**src/rtl/riscv_pkg.sv**
```systemverilog
// Shared RISC-V core definitions: fetch FSM encoding, reset PC and base opcodes
// used by both the fetch stage and the main decoder.
package riscv_pkg;

   typedef logic [1:0] fetch_state_t;

   localparam fetch_state_t ST_IDLE = 2'd0;
   localparam fetch_state_t ST_REQ  = 2'd1;
   localparam fetch_state_t ST_WAIT = 2'd2;
   localparam fetch_state_t ST_DROP = 2'd3;

   localparam logic [31:0] RESET_PC_DEF = 32'h0000_0000;

   localparam logic [6:0] OP_LOAD   = 7'b0000011;
   localparam logic [6:0] OP_IMM    = 7'b0010011;
   localparam logic [6:0] OP_AUIPC  = 7'b0010111;
   localparam logic [6:0] OP_STORE  = 7'b0100011;
   localparam logic [6:0] OP_REG    = 7'b0110011;
   localparam logic [6:0] OP_LUI    = 7'b0110111;
   localparam logic [6:0] OP_BRANCH = 7'b1100011;
   localparam logic [6:0] OP_JALR   = 7'b1100111;
   localparam logic [6:0] OP_JAL    = 7'b1101111;

endpackage

```
**src/rtl/fetch_buffer.sv**
```systemverilog
// Two-entry FIFO of {pc, instr} between fetch and decode.
// Flush wins over push/pop in the same cycle.
module fetch_buffer #(
   parameter int W = 64
) (
   input  logic         clk,
   input  logic         rst_n,
   input  logic         push,
   input  logic [W-1:0] push_data,
   input  logic         pop,
   input  logic         flush,
   output logic [1:0]   occ,
   output logic [W-1:0] head
);

   logic [W-1:0] mem [2];
   logic         wr_ptr;
   logic         rd_ptr;

   always_ff @(posedge clk or negedge rst_n) begin
      if (!rst_n) begin
         mem[0] <= '0;
         mem[1] <= '0;
         wr_ptr <= 1'b0;
         rd_ptr <= 1'b0;
         occ    <= 2'd0;
      end else if (flush) begin
         wr_ptr <= 1'b0;
         rd_ptr <= 1'b0;
         occ    <= 2'd0;
      end else begin
         if (push) begin
            mem[wr_ptr] <= push_data;
            wr_ptr      <= ~wr_ptr;
         end
         if (pop)
            rd_ptr <= ~rd_ptr;
         case ({push, pop})
            2'b10:   occ <= occ + 2'd1;
            2'b01:   occ <= occ - 2'd1;
            default: ;
         endcase
      end
   end

   assign head = mem[rd_ptr];

endmodule

```
**src/rtl/fetch_stage.sv**
```systemverilog
// Instruction fetch: owns the PC, issues one word request at a time and
// buffers returned instructions for decode; redirects flush and drop stale data.
module fetch_stage
   import riscv_pkg::*;
#(
   parameter int              XLEN     = 32,
   parameter logic [XLEN-1:0] RESET_PC = XLEN'(RESET_PC_DEF)
) (
   input  logic            clk,
   input  logic            rst_n,
   output logic            imem_req_valid,
   input  logic            imem_req_ready,
   output logic [XLEN-1:0] imem_req_addr,
   input  logic            imem_rsp_valid,
   input  logic [XLEN-1:0] imem_rsp_data,
   input  logic            redirect_valid,
   input  logic [XLEN-1:0] redirect_pc,
   output logic            inst_valid,
   input  logic            inst_ready,
   output logic [XLEN-1:0] inst_data,
   output logic [XLEN-1:0] inst_pc,
   output logic [6:0]      inst_op
);

   fetch_state_t      state, state_nxt;
   logic [XLEN-1:0]   pc, pc_nxt;
   logic [XLEN-1:0]   target;
   logic              req_hs;
   logic              push;
   logic              pop;
   logic [1:0]        occ;
   logic [2*XLEN-1:0] head;

   // Targets are word aligned; low bits of the branch address are dropped.
   assign target         = redirect_pc & ~XLEN'(3);
   assign imem_req_valid = (state == ST_REQ) && (occ < 2'd2);
   assign imem_req_addr  = pc;
   assign req_hs         = imem_req_valid && imem_req_ready;

   always_comb begin
      state_nxt = state;
      pc_nxt    = pc;
      push      = 1'b0;
      case (state)
         ST_IDLE: state_nxt = ST_REQ;
         ST_REQ: begin
            // A request accepted alongside a redirect is already stale.
            if (req_hs)
               state_nxt = redirect_valid ? ST_DROP : ST_WAIT;
         end
         ST_WAIT: begin
            if (redirect_valid)
               state_nxt = imem_rsp_valid ? ST_REQ : ST_DROP;
            else if (imem_rsp_valid) begin
               push      = 1'b1;
               pc_nxt    = pc + XLEN'(4);
               state_nxt = ST_REQ;
            end
         end
         ST_DROP: begin
            if (imem_rsp_valid)
               state_nxt = ST_REQ;
         end
         default: state_nxt = ST_IDLE;
      endcase
      if (redirect_valid)
         pc_nxt = target;
   end

   always_ff @(posedge clk or negedge rst_n) begin
      if (!rst_n) begin
         state <= ST_IDLE;
         pc    <= RESET_PC;
      end else begin
         state <= state_nxt;
         pc    <= pc_nxt;
      end
   end

   assign pop = inst_valid && inst_ready;

   fetch_buffer #(.W(2*XLEN)) u_buf (
      .clk       (clk),
      .rst_n     (rst_n),
      .push      (push),
      .push_data ({pc, imem_rsp_data}),
      .pop       (pop),
      .flush     (redirect_valid),
      .occ       (occ),
      .head      (head)
   );

   assign inst_valid = (occ != 2'd0);
   assign inst_pc    = head[2*XLEN-1:XLEN];
   assign inst_data  = head[XLEN-1:0];
   assign inst_op    = inst_data[6:0];

endmodule

```
**config.mk**
```make
export PLATFORM = sky130hd
export DESIGN_NAME = fetch_stage
export DESIGN_NICKNAME = d
export VERILOG_FILES = /design/src/rtl/riscv_pkg.sv /design/src/rtl/fetch_buffer.sv /design/src/rtl/fetch_stage.sv
export SDC_FILE = /design/constraint.sdc
export NUM_CORES = 1
export LEC_CHECK = 0
export ABC_AREA = 1
export CAP_MARGIN = 40
export CORE_UTILIZATION = 45
export CTS_CLUSTER_DIAMETER = 60
export DETAILED_ROUTE_END_ITERATION = 10
export PLACE_DENSITY = 0.73
export SYNTH_ARGS = -nofsm -noshare
export SYNTH_HDL_FRONTEND = slang
export SYNTH_HIERARCHICAL = 1
export SYNTH_SLANG_ARGS = --single-unit
```
**constraint.sdc**
```tcl
create_clock -name clk -period 2.2 [get_ports clk]
set_input_delay 0.44 -clock clk [delete_from_list [all_inputs] [get_ports clk]]
set_output_delay 0.44 -clock clk [all_outputs]
set_load 0.1 [all_outputs]
```
==> flow_metrics.py <==
metrics = {
    "detailed_routing": {
        "totalWireLength_mm": 20.0,
        "wire_per_inst_um": 14.9,
        "dr.max_layer_used": "met4",
        "wl_met1_mm": 8.78,
        "ant_nets": 0,
        "via_per_inst": 5.07,
        "firstDrtPassIters": 5,
        "drc": 0,
        "initialDrtViolationCount": 383,
        "dr_wl_met3_mm": 1.24,
        "vias": 6797,
        "wl_met2_mm": 9.59,
    },
    "critical_path": {
        "r2r-start": "state[0]",
        "reg2reg_depth": 8,
        "crit_path_end_kind": "output pin",
        "cp-start-kind": "flop",
        "cp.arrival_ns": 1.70,
        "critPathMaxFanout": 21,
        "required_ns": 1.76,
        "crit_type": "reg -> out",
        "crit_start": "u_buf/rd_ptr",
    },
    "grt": {
        "track_usage_pct": 22.5,
        "grt_max_degree": 58,
        "grt_overflow": 0,
        "grt_pass1_wl_mm": 32.4,
        "antenna_found_initial": 0,
        "grt_pass1_vias": 6473,
    },
    "placement": {
        "hpwl_mm": 14.3,
        "gp_congestion": 0.883,
        "numPortBuffers": 170,
    },
    "layout": {
        "finalCoreUtilization_pct": 65.8,
        "seqCellArea_um2": 4110,
        "fillers": 1433,
        "drive_gt1_share_pct": 25.4,
        "multiInputGateArea_um2": 3340,
        "nets": 1173,
        "n_antenna_cell": 0,
        "synthToLayoutAreaGrowth_pct": 41.2,
    },
    "timing": {
        "fin_tns_setup_ns": 0,
        "drv_slew": 0,
        "maxSlewHeadroom_pct": 62.3,
        "skew_ns": 0.00882,
        "period_share_pct": 97.3,
        "finalHoldViolations": 0,
        "rsz0062_at_grt": "no",
        "period_needed_ns": 2.14,
        "worst_pin_slew_ns": 0.565,
        "max_freq_ghz": 0.467,
        "setup_violations": 0,
    },
    "worst_hold_path": {
        "hold_depth": 2,
        "min_from": "u_buf/mem[66]",
        "min_path_type": "reg -> reg",
    },
    "synthesis": {
        "synth_area_leaders": "dfrtp_1, nand2_1, mux2_2",
        "synthCells": 928,
        "seq_area_frac_synth_pct": 50.2,
        "synth_edf_count": 0,
        "yosysWarnings": 6,
        "yosysMostFrequentCell": "nand2_1",
        "async_flop_share_pct": 100,
        "ys.flop_type": "dfrtp_1",
        "synth_top_area_share_pct": 50.2,
        "synth_top_area_cell": "dfrtp_1",
        "ys_types": 37,
        "synth.avg_cell_area_um2": 8.80,
        "synth_area_um2": 8170,
        "synth-seq-cells": 164,
        "synth_commonest_cells": "nand2_1, dfrtp_1, inv_1, o21ai_1, mux2_2",
    },
    "die": {
        "dieArea_um2": 18700,
        "pin_count": 175,
        "start_util_pct": 46.6,
        "dieWidth_um": 137,
        "core_area_um2": 17500,
        "die_y_um": 137,
        "rows": 48,
    },
    "clock_network": {
        "clockBufferDepth": 2,
        "clock-sinks": 164,
        "cts_root_buf": "clkbuf_16",
        "tritoncts": "yes",
        "cts_max_level": 4,
        "cts_buffers": 17,
        "clk_latency_ns": 0.42,
        "cts.clk_slew.worst_paths_ns": 0.06,
    },
    "power_and_ir_drop": {
        "p_per_area_nw_per_um2": 1280,
        "vdd_drop_max_uv": 985,
        "power_leakage_nw": 5.47,
    },
    "outcome": {
        "run_status": "completed",
    },
    "job": {
        "maxCapViolations": 0,
    },
}
cells in the final DEF (no fill, tap or decap), types with 8 or more instances in the layout:
| cell | Yosys | layout |
|---|---|---|
| o21ai_0 | 14 | 14 |
| a21oi_1 | 8 | 8 |
| o21ai_2 | 30 | 30 |
| nand2_1 | 246 | 246 |
| nor2_1 | 52 | 51 |
| o21ai_1 | 97 | 97 |
| buf_4 | 19 | 49 |
| mux2_2 | 64 | 62 |
| inv_1 | 106 | 106 |
| buf_12 | 0 | 85 |
| clkbuf_16 | 0 | 18 |
| clkdlybuf4s50_1 | 0 | 66 |
| dfrtp_1 | 164 | 163 |
| nand3_1 | 40 | 39 |
worst paths after layout:
path | slack [ns] | to
max | 0.06 | inst_pc[9]
min | 0.48 | u_buf/mem[66]
max reg2reg | 0.48 | imem_req_addr[14]
min reg2reg | 0.48 | u_buf/mem[66]
max in group asynchronous | 0.89 | u_buf/mem[89]
min in group asynchronous | 0.55 | u_buf/mem[27]
sequential cells by signal, indices dropped and copies added (netlist names):
| register | cells |
|---|---|
| u_buf/mem | 128 |
| u_buf/wr_ptr | 1 |
| u_buf/rd_ptr | 1 |
| u_buf/occ | 2 |
| imem_req_addr | 30 |
| state | 2 |
kinds of logic after synthesis:
group / after synthesis / share of synthesized area, %
buffers and inverters: 161 / 9.24
other: 1 / 0.0459
flip-flops: 164 / 50.2
AO/OA/AOI/OAI: 168 / 12.3
XOR/XNOR: 7 / 0.751
multiplexers: 64 / 8.82
adder cells (fa/ha/maj): 1 / 0.153
AND/OR/NAND/NOR: 362 / 18.5
layout make-up:
type	count	share of cell area, %
Timing Repair Buffer	203	24.1
Clock inverter	11	1.31
Clock buffer	21	3.99
Inverter	110	3.58
Sequential cell	164	35.6
Multi-Input combinational cell	606	29.0
Tap cell	225	2.44
repair_timing:
item | CTS | global route
gates cloned | 0 | 1
setup endpoints to repair | 63 | 31
pin swaps | 0 | 0
hold buffers | 1 | 0
hold endpoints to repair | 3 | 0
buffers inserted | 2 | 1
gates resized for setup | 2 | 0
stage by stage:
stage,area [um^2],power [W],setup slack [ns],hold WS (ns),instances
after floorplan,8180,0.00900,0.0136,0.144,931
after global placement,10800,0.0116,0.0128,0.444,1303
after detailed placement,10800,0.0117,-0.00841,0.448,1303
after CTS,11500,0.0148,-0.00406,0.480,1338
after global routing,11500,0.0153,0.0129,0.499,1340
final,11500,0.0147,0.0594,0.475,1340
where the power goes:
part	internal, W	leakage [nW]	switching (W)	total, W
combinational	0.00267	2.99	0.00509	0.00776
sequential	0.00353	2.19	0.000380	0.00391
clock	0.00185	0.286	0.00119	0.00304
total	0.00805	5.47	0.00666	0.0147
worst max-delay path, stage by stage (launching register included):
cell     delay, ns
dfrtp_2       0.38
buf_12        0.14
buf_12        0.18
mux2_2        0.39
buf_12        0.17
per-layer routing:
layer / track usage [%] / vias up
met1: 30.4 / 3189
met5: 0 / -
met4: 8.58 / 0
met2: 36.1 / 244
met3: 3.85 / 26
li1: - / 3338
(Power assumes the default switching activity.)
